## src/rtl/sreg_bus_master_pkg.sv

```systemverilog
// sreg_bus_master_pkg: shared op codes, FSM encoding and width defaults
package sreg_bus_master_pkg;
  localparam int ADDR_W_DEF = 21;
  localparam int DATA_W_DEF = 8;
  typedef enum logic [1:0] {OP_SET_ADDR, OP_INC, OP_WRITE, OP_READ} op_e;
  typedef enum logic [3:0] {
    IDLE, SHIFT_LO, SHIFT_HI, INC_LO, INC_HI, WR_SETUP, WR_STROBE, WR_HOLD, RD_STROBE, RD_DONE
  } state_e;
endpackage

```

## src/rtl/sreg_bus_master_if.sv

```systemverilog
// sreg_bus_master_if: command/response handshake plus CPLD/SRAM bus pins
interface sreg_bus_master_if import sreg_bus_master_pkg::*; #(
  parameter int ADDR_W = ADDR_W_DEF,
  parameter int DATA_W = DATA_W_DEF
);
  logic cmd_valid, cmd_ready, rsp_valid;
  op_e cmd_op;
  logic [ADDR_W-1:0] cmd_addr, cur_addr;
  logic [DATA_W-1:0] cmd_wdata, rsp_rdata, avr_data_out, avr_data_in;
  logic avr_sreg_clk, avr_si, avr_sreg_en, avr_counter, avr_we, avr_oe, avr_data_oe;
  modport master(
    input cmd_valid, cmd_op, cmd_addr, cmd_wdata, avr_data_in,
    output cmd_ready, rsp_valid, rsp_rdata, cur_addr, avr_sreg_clk, avr_si, avr_sreg_en,
           avr_counter, avr_we, avr_oe, avr_data_out, avr_data_oe
  );
  modport slave(
    output cmd_valid, cmd_op, cmd_addr, cmd_wdata, avr_data_in,
    input cmd_ready, rsp_valid, rsp_rdata, cur_addr, avr_sreg_clk, avr_si, avr_sreg_en,
          avr_counter, avr_we, avr_oe, avr_data_out, avr_data_oe
  );
endinterface

```

## src/rtl/sreg_tx_shifter.sv

```systemverilog
// sreg_tx_shifter: MSB-first serializer, one low then one high sclk cycle per bit
module sreg_tx_shifter #(
  parameter int W = 21
) (
  input  logic         clk,
  input  logic         rst,
  input  logic         start,
  input  logic [W-1:0] data,
  output logic         sclk,
  output logic         si,
  output logic         active,
  output logic         done
);
  localparam int CW = W > 1 ? $clog2(W) : 1;
  logic [W-1:0] sh;
  logic [CW-1:0] cnt;
  assign si = active & sh[W-1];
  // done marks the high half of the final bit
  assign done = active & sclk & (cnt == '0);
  always_ff @(posedge clk)
    if (rst) begin
      sh <= '0;
      cnt <= '0;
      sclk <= 1'b0;
      active <= 1'b0;
    end else if (start) begin
      sh <= data;
      cnt <= CW'(W - 1);
      sclk <= 1'b0;
      active <= 1'b1;
    end else if (active) begin
      sclk <= ~sclk;
      if (sclk) begin
        sh <= sh << 1;
        cnt <= cnt - 1'b1;
        active <= cnt != '0;
      end
    end
endmodule

```

## src/rtl/sreg_bus_master.sv

```systemverilog
// sreg_bus_master: loads the CPLD address register serially and strobes SRAM reads/writes
module sreg_bus_master import sreg_bus_master_pkg::*; #(
  parameter int ADDR_W = ADDR_W_DEF,
  parameter int DATA_W = DATA_W_DEF,
  parameter int STROBE_CYC = 4
) (
  input logic avr_clk,
  input logic avr_reset,
  sreg_bus_master_if.master bus
);
  state_e st;
  logic [ADDR_W-1:0] addr_q;
  logic [DATA_W-1:0] rdata_q, dout_q;
  logic [3:0] cnt;
  logic inc_clk, sh_start, sh_clk, sh_si, sh_active, sh_done;
  assign sh_start = bus.cmd_valid && st == IDLE && bus.cmd_op == OP_SET_ADDR;
  sreg_tx_shifter #(.W(ADDR_W)) u_shift (
    .clk(avr_clk), .rst(avr_reset), .start(sh_start), .data(bus.cmd_addr),
    .sclk(sh_clk), .si(sh_si), .active(sh_active), .done(sh_done)
  );
  assign bus.cmd_ready = st == IDLE;
  assign bus.avr_sreg_clk = sh_clk | inc_clk;
  assign bus.avr_si = sh_si;
  assign bus.avr_sreg_en = ~sh_active;
  assign bus.rsp_rdata = rdata_q;
  assign bus.avr_data_out = dout_q;
  always_ff @(posedge avr_clk)
    if (avr_reset) begin
      st <= IDLE;
      addr_q <= '0;
      rdata_q <= '0;
      dout_q <= '0;
      cnt <= '0;
      inc_clk <= 1'b0;
      bus.cur_addr <= '0;
      bus.rsp_valid <= 1'b0;
      bus.avr_counter <= 1'b1;
      bus.avr_we <= 1'b1;
      bus.avr_oe <= 1'b1;
      bus.avr_data_oe <= 1'b0;
    end else begin
      bus.rsp_valid <= 1'b0;
      case (st)
        IDLE: if (bus.cmd_valid)
          case (bus.cmd_op)
            OP_SET_ADDR: begin st <= SHIFT_LO; addr_q <= bus.cmd_addr; end
            OP_INC: begin st <= INC_LO; bus.avr_counter <= 1'b0; end
            OP_WRITE: begin st <= WR_SETUP; bus.avr_data_oe <= 1'b1; dout_q <= bus.cmd_wdata; end
            default: begin st <= RD_STROBE; bus.avr_oe <= 1'b0; cnt <= 4'(STROBE_CYC - 1); end
          endcase
        SHIFT_LO: st <= SHIFT_HI;
        // cur_addr only moves once every bit has been clocked in
        SHIFT_HI: if (sh_done) begin st <= IDLE; bus.cur_addr <= addr_q; end else st <= SHIFT_LO;
        INC_LO: begin st <= INC_HI; inc_clk <= 1'b1; end
        INC_HI: begin
          st <= IDLE;
          inc_clk <= 1'b0;
          bus.avr_counter <= 1'b1;
          bus.cur_addr <= bus.cur_addr + 1'b1;
        end
        WR_SETUP: begin st <= WR_STROBE; bus.avr_we <= 1'b0; cnt <= 4'(STROBE_CYC - 1); end
        WR_STROBE: if (cnt == '0) begin st <= WR_HOLD; bus.avr_we <= 1'b1; end else cnt <= cnt - 1'b1;
        WR_HOLD: begin st <= IDLE; bus.avr_data_oe <= 1'b0; end
        RD_STROBE: if (cnt == '0) begin
          st <= RD_DONE;
          bus.avr_oe <= 1'b1;
          bus.rsp_valid <= 1'b1;
          rdata_q <= bus.avr_data_in;
        end else cnt <= cnt - 1'b1;
        default: st <= IDLE;
      endcase
    end
endmodule

```

## src/flat_wrapper.sv

```systemverilog
// flat-port wrapper written by rule: the top's interface ports become plain ports
module sreg_bus_master_flat import sreg_bus_master_pkg::*;
#(
  parameter int ADDR_W = ADDR_W_DEF,
  parameter int DATA_W = DATA_W_DEF,
  parameter int STROBE_CYC = 4
)
  (avr_clk, avr_reset, bus_cmd_valid, bus_cmd_op, bus_cmd_addr, bus_cmd_wdata, bus_avr_data_in, bus_cmd_ready, bus_rsp_valid, bus_rsp_rdata, bus_cur_addr, bus_avr_sreg_clk, bus_avr_si, bus_avr_sreg_en, bus_avr_counter, bus_avr_we, bus_avr_oe, bus_avr_data_out, bus_avr_data_oe);
  sreg_bus_master_if #(.ADDR_W(ADDR_W), .DATA_W(DATA_W)) bus_i ();
  input logic avr_clk;
  input logic avr_reset;
  input wire logic [$bits(bus_i.cmd_valid)-1:0] bus_cmd_valid;
  input wire logic [$bits(bus_i.cmd_op)-1:0] bus_cmd_op;
  input wire logic [$bits(bus_i.cmd_addr)-1:0] bus_cmd_addr;
  input wire logic [$bits(bus_i.cmd_wdata)-1:0] bus_cmd_wdata;
  input wire logic [$bits(bus_i.avr_data_in)-1:0] bus_avr_data_in;
  output wire logic [$bits(bus_i.cmd_ready)-1:0] bus_cmd_ready;
  output wire logic [$bits(bus_i.rsp_valid)-1:0] bus_rsp_valid;
  output wire logic [$bits(bus_i.rsp_rdata)-1:0] bus_rsp_rdata;
  output wire logic [$bits(bus_i.cur_addr)-1:0] bus_cur_addr;
  output wire logic [$bits(bus_i.avr_sreg_clk)-1:0] bus_avr_sreg_clk;
  output wire logic [$bits(bus_i.avr_si)-1:0] bus_avr_si;
  output wire logic [$bits(bus_i.avr_sreg_en)-1:0] bus_avr_sreg_en;
  output wire logic [$bits(bus_i.avr_counter)-1:0] bus_avr_counter;
  output wire logic [$bits(bus_i.avr_we)-1:0] bus_avr_we;
  output wire logic [$bits(bus_i.avr_oe)-1:0] bus_avr_oe;
  output wire logic [$bits(bus_i.avr_data_out)-1:0] bus_avr_data_out;
  output wire logic [$bits(bus_i.avr_data_oe)-1:0] bus_avr_data_oe;
  assign bus_i.cmd_valid = bus_cmd_valid;
  assign bus_i.cmd_op = bus_cmd_op;
  assign bus_i.cmd_addr = bus_cmd_addr;
  assign bus_i.cmd_wdata = bus_cmd_wdata;
  assign bus_i.avr_data_in = bus_avr_data_in;
  assign bus_cmd_ready = bus_i.cmd_ready;
  assign bus_rsp_valid = bus_i.rsp_valid;
  assign bus_rsp_rdata = bus_i.rsp_rdata;
  assign bus_cur_addr = bus_i.cur_addr;
  assign bus_avr_sreg_clk = bus_i.avr_sreg_clk;
  assign bus_avr_si = bus_i.avr_si;
  assign bus_avr_sreg_en = bus_i.avr_sreg_en;
  assign bus_avr_counter = bus_i.avr_counter;
  assign bus_avr_we = bus_i.avr_we;
  assign bus_avr_oe = bus_i.avr_oe;
  assign bus_avr_data_out = bus_i.avr_data_out;
  assign bus_avr_data_oe = bus_i.avr_data_oe;
  sreg_bus_master #(.ADDR_W(ADDR_W), .DATA_W(DATA_W), .STROBE_CYC(STROBE_CYC)) u_core (.avr_clk(avr_clk), .avr_reset(avr_reset), .bus(bus_i));
endmodule
```

## config.mk

```make
export PLATFORM = sky130hd
export DESIGN_NAME = sreg_bus_master_flat
export DESIGN_NICKNAME = d
export VERILOG_FILES = /design/src/rtl/sreg_bus_master_pkg.sv /design/src/rtl/sreg_bus_master_if.sv /design/src/rtl/sreg_tx_shifter.sv /design/src/rtl/sreg_bus_master.sv /design/src/flat_wrapper.sv
export SDC_FILE = /design/constraint.sdc
export NUM_CORES = 1
export LEC_CHECK = 0
export CORE_ASPECT_RATIO = 0.6
export CORE_MARGIN = 2
export CORE_UTILIZATION = 30
export DETAILED_ROUTE_END_ITERATION = 8
export PLACE_DENSITY_LB_ADDON = 0.1
export SYNTH_ARGS = -nofsm -noshare
export SYNTH_HDL_FRONTEND = slang
export SYNTH_HIERARCHICAL = 1
export SYNTH_SLANG_ARGS = --single-unit
```

## constraint.sdc

```tcl
create_clock -name avr_clk -period 3.2 [get_ports avr_clk]
set_input_delay 0.64 -clock avr_clk [delete_from_list [all_inputs] [get_ports avr_clk]]
set_output_delay 0.64 -clock avr_clk [all_outputs]
set_load 0.05 [all_outputs]
```

[After elaboration in Yosys (flattened, before gate mapping)]
Index checks and enable logic that the tools add are counted.
Word-level totals
  flip-flop bits (word level): 100
  input bits: 42
  output and inout port bits: 46
  logic and storage cells: 111
Operators by class
  add/subtract/negate cells: 3
  equal/unequal tests: 18
  mux-type cells: 34
  bitwise operators: 7
  reduce and logical (&&, ||, !) cells: 32
Operators with widths (count)
  $mux W21: 4
  $pmux W21 S2: 1
  $pmux W4 S7: 1
  $mux W4: 6
  $pmux W4 S3: 2
  $add A21 B1 Y21 const B: 1
  $eq A4 B3 Y1 const B: 4
  $reduce_bool A2 Y1: 8
  $mux W5: 3
  $reduce_and A3 Y1: 5
  $mux W1: 12
  $ne A2 B1 Y1 const B: 5
  $pmux W1 S2: 5
  $reduce_and A2 Y1: 5
  $eq A4 B2 Y1 const B: 2
  $logic_not A4 Y1: 2
  $reduce_and A4 Y1: 2
  $ne A2 B2 Y1 const B: 3
  $reduce_or A2 Y1: 3
  $logic_not A5 Y1: 1
  $reduce_bool A5 Y1: 1
  $sub A5 B1 Y5 const B: 1
  $eq A4 B1 Y1 const B: 1
  $eq A4 B4 Y1 const B: 1
  10 further kinds: 15

[Logic depth before layout (Yosys ltp)]
  depth in word-level cells: 5
  gate-level depth with buffers: 11
  mapped depth without buffers: 9

[Cells and area by module]
The synthesis kept the hierarchy.
By module, submodules not included
  sreg_bus_master: instances 1, cells each 403, area an instance 3315.7 um^2, seq. area each 1441.4 um^2
  sreg_tx_shifter: instances 1, cells each 151, area an instance 1357.6 um^2, seq. area each 560.5 um^2

[Least setup slack after synthesis]
Ideal clock, no wire load.
  kind: reg2reg
  from: register u_core.st[0]
  to: register u_core.u_shift.sh[20]
  library setup time: 0.139 ns
  data arrival time: 3.607 ns
  required time: 3.061 ns
  slack: -0.546 ns
  cell stages (with the launch flop): 11
  period minus slack after synthesis: 3.746 ns
  cell sequence: dfxtp_1 buf_6 nor4_1 nand4bb_1 inv_1 buf_2 buf_2 inv_2 buf_2 nor2_1 a311oi_2
Between the ends
  longest elaborated chain between the ends: 5
  elaborated cells on any way between the ends: 7
Ends and longest elaborated chain
  start, declared: line sreg_bus_master.sv:11  | state_e st;
  start signal, assigned: line sreg_bus_master.sv:29  | st <= IDLE;
  start signal, assigned: line sreg_bus_master.sv:46  | OP_SET_ADDR: begin st <= SHIFT_LO; addr_q <= bus.cmd_addr; end
  start signal, assigned: line sreg_bus_master.sv:47  | OP_INC: begin st <= INC_LO; bus.avr_counter <= 1'b0; end
  $logic_not A4 Y1 (*)
  net bus_cmd_ready: line flat_wrapper.sv:17  | output wire logic [$bits(bus_i.cmd_ready)-1:0] bus_cmd_ready;
  $logic_and A1 B1 Y1 (*) (2 in series): line sreg_bus_master.sv:16  | assign sh_start = bus.cmd_valid && st == IDLE && bus.cmd_op == OP_SET_ADDR;
  net u_core.sh_start: line sreg_bus_master.sv:15  | logic inc_clk, sh_start, sh_clk, sh_si, sh_active, sh_done;
  $reduce_bool A2 Y1 (no line)
  $reduce_and A2 Y1 (no line)
  end signal, assigned: line sreg_tx_shifter.sv:27  | sh <= data;
  end signal, assigned: line sreg_tx_shifter.sv:34  | sh <= sh << 1;
  end, declared: line sreg_tx_shifter.sv:15  | logic [W-1:0] sh;
The timed path passes the listed nets; every way through them passes the cells marked *.
A chain may end at the register's enable or synchronous reset.

[Worst setup path after layout]
  from: register u_core.st[0]
  to: output bus_cmd_ready
Between the ends
  longest elaborated chain between the ends: 1
Ends and longest elaborated chain
  $logic_not A4 Y1: line sreg_bus_master.sv:21  | assign bus.cmd_ready = st == IDLE;
  end, declared: line flat_wrapper.sv:17
Every way passes these cells.

==> key figures <==
Synthesis
  • Register area share after synthesis: 42.84%
  • Mean post-synth cell area: 8.435 um2
  • Syn Nets: 600
  • Synth warn: 6
  • Asr flop ratio synth: 0%
  • Synth cell count leaders: nand2_1, dfxtp_1, nor2_1, a21oi_1, clkbuf_1
  • Syn Inst Count: 554
  • Largest area contributor in the synthesized netlist: dfxtp_1
  • Top FF cell, synth: dfxtp_1
  • Top cells by area, synth: dfxtp_1, nand2_1, a311oi_2
  • Synth unique cells: 60
  • Post-synth EDFFs: 0
  • Top-count cell post-synth: nand2_1
  • Post-synthesis register bit count: 100
  • Synth top area share: 42.84%
  • Synth Cell Area: 0.004673 mm2

Place
  • PortBufs: 87
  • GP Congestion: 0.7988
  • Placed cell area: 0.005707 mm2
  • Dpl hpwl: 9694 um

Final layout
  • Number of diodes: 0
  • Area growth syn-to-layout: 28.19%
  • Final nets: 669
  • Final Cell Area: 0.005991 mm2
  • Fraction of layout cells with a size suffix above 1: 9.729%

Clock tree
  • CTS Root Cell: clkbuf_16
  • PostCTS Resize Cnt: 0
  • Total clock sinks: 100
  • CTS tree: yes
  • CTS Buf Count: 9
  • Number of post-CTS setup repair buffers: 0
  • H-tree depth: 3
  • Clk_lat worst skew: 0.34 ns
  • Hold Buf Count CTS: 0
  • CTS max path bufs: 2
  • Clock-pin slew on the worst setup and hold paths: 0.07 ns

Flow run
  • Maxcap violations: 0

Hold path
  • Worst Hold Path Cells: 2
  • Hold path start: u_core/addr_q[18]
  • Hold Path End: u_core/addr_q[18]
  • Min-delay worst type: flip-flop to flip-flop

STA
  • Least-Margin Pin Slew: 0.7820 ns
  • Setup TNS: 0 ns
  • Setup-failing EPs final: 0
  • Final Skew: 0.006473 ns
  • Hold slack: 0.4608 ns
  • Final worst path period share: 87.60%
  • F_max: 356.7 MHz
  • RSZ-0062 raised after global routing: false
  • Slew headroom: 47.74%
  • Final Hold Fails: 0
  • Slew Limit Fails: 0
  • Fin crit period: 2.803 ns

Worst setup path
  • Reg2Reg Launch Point: u_core/u_shift/cnt[0]
  • Worst-case reg-to-reg path depth: 10
  • Register-to-register setup slack: 0.60 ns
  • Maximum fanout along the worst path: 18
  • Crit. End Element: output port
  • Worst path required time: 2.56 ns
  • Critical path arrival: 2.16 ns
  • CP Class: flip-flop to output port
  • Critical Path Start Type: flip-flop
  • Critical R2R Capture: u_core/bus.cur_addr[2]

Routing
  • Number of nets with antenna violations after routing: 0
  • Drt drc: 0
  • DR WL/cell: 16.17 um
  • Vias per cell: 5.152
  • Vias: 4,276
  • Drt total wl: 13,420 um
  • Iter 0 DRT Violations: 243
  • DRT Pass-1 Iters: 5

Floorplanning
  • Die ar.: 0.01662 mm2
  • Core Rows: 35
  • Initial core utilization: 30.58%
  • Die height: 100.7 um
  • Chip width: 165.1 um
  • Core area: 0.01528 mm2
  • I/O Pins: 88

Global routing
  • Total Routing Usage GR: 16.65%
  • Largest net degree at the start of global routing: 50
  • Initial antenna violation count: 0
  • Overflow left after global routing: 0
  • First-pass GRT wire length: 21,700 um
  • Number of global-route vias before repair: 4,090

Power
  • PnR Total Power: 2.914 mW
  • Leakage power: 2.071 nW
  • Power Dens Cells: 486.4 mW/mm2
  • VDD IR max: 247.6 uV

Run status
  • Status: finished, final reports clean
[per-stage QoR]
stage | setup WS (ns) | instances | utilization, %
after floorplan | 0.2592 | 554 | -
after global placement | 0.7267 | 815 | 37.34
after detailed placement | 0.6702 | 815 | 37.34
after CTS | 0.3919 | 830 | 39.20
after global routing | 0.2655 | 830 | 39.20
final | 0.3969 | 830 | 39.20
[metal layers]
metal / GRT usage, % / vias up / wire [um]
li1: - / 2124 / -
met1: 25.62 / 2035 / 7151
met2: 23.69 / 109 / 5548
met3: 3.908 / 8 / 651
met4: 2.609 / 0 / 68
met5: 0 / - / 0
[state kept, by name, indices dropped and copies added (netlist names), 4 cells and up]
signal	count
u_core/addr_q	21
u_core/bus.avr_data_out	8
u_core/u_shift/cnt	5
u_core/u_shift/sh	21
u_core/bus.cur_addr	21
u_core/cnt	4
u_core/st	4
u_core/bus.rsp_rdata	8
[cells by family (layout without fill, tap and decap cells)]
| logic type | after synthesis | count (layout) | share of synthesized area (%) |
|---|---|---|---|
| and+or+nand+nor | 252 | 252 | 25.86 |
| AOI/OAI and AO/OA | 120 | 120 | 20.05 |
| DFF | 100 | 100 | 42.84 |
| buffers and inverters | 57 | 130 | 5.729 |
| muxes | 18 | 18 | 3.882 |
| adders and majority gates | 4 | 4 | 1.071 |
| xor gates and xnor gates | 3 | 3 | 0.5624 |
[worst max-delay path by stage]
stage | startpoint | endpoint | slack [ns] | cells after the start
4_1_cts | u_core/st[0] | bus_cmd_ready | 0.39 | 3
2_1_floorplan | u_core/st[0] | u_core/u_shift/sh[20] | 0.26 | 10
5_1_grt | u_core/u_shift/cnt[0] | u_core/bus.cur_addr[2] | 0.27 | 10
6_report | u_core/st[0] | bus_cmd_ready | 0.40 | 3
3_5_place_dp | u_core/u_shift/cnt[0] | u_core/bus.cur_addr[2] | 0.67 | 10
3_3_place_gp | u_core/u_shift/cnt[0] | u_core/bus.cur_addr[0] | 0.73 | 9
[layout make-up]
| class | instances | area [um2] |
|---|---|---|
| multi-input combinational | 397 | 2416 |
| inverter | 15 | 56.30 |
| clock inverter | 4 | 51.30 |
| clock buffer | 11 | 232.7 |
| fill | 1572 | 9293 |
| tap | 203 | 254.0 |
| timing repair buffer | 100 | 978.4 |
| sequential | 100 | 2002 |
[worst max-delay path: stages, from the launching register on]
cell	delay, ns
dfxtp_1	0.52
nor4_2	0.32
buf_4	0.18
clkdlybuf4s50_1	0.80
[layout by cell type, fill, tap and decap left out, types with 2 or more instances in the layout]
master             n
a211oi_1           6
a21oi_1           43
a221oi_1           2
a22oi_1            2
a2bb2oi_1          5
a311oi_1           5
a311oi_2          18
a31oi_1           13
and2_1             4
and3_1             6
buf_4             13
clkbuf_1           2
clkbuf_16          9
clkdlybuf4s50_1   86
dfxtp_1          100
ha_1               4
inv_1             14
mux2i_1           17
nand2_1          107
nand2b_1           5
nand3_1           18
nand4_1            7
nand4b_1           2
nor2_1            54
nor2b_1            2
nor3_1             7
nor4_1             4
nor4b_1            5
o211ai_1           3
o21a_1             2
o21ai_0            6
o311ai_0           5
or2_2              3
or3_1              7
or3b_2             2
or4_1              5
or4b_2             3
xnor2_1            2
[power by group]
group	total (mW)	internal [mW]	switching (mW)
combinational	0.477	0.201	0.275
clock	1.08	0.604	0.477
sequential	1.36	1.30	0.0530
total	2.91	2.11	0.805
No activity file was read; power rests on OpenSTA's default activity.
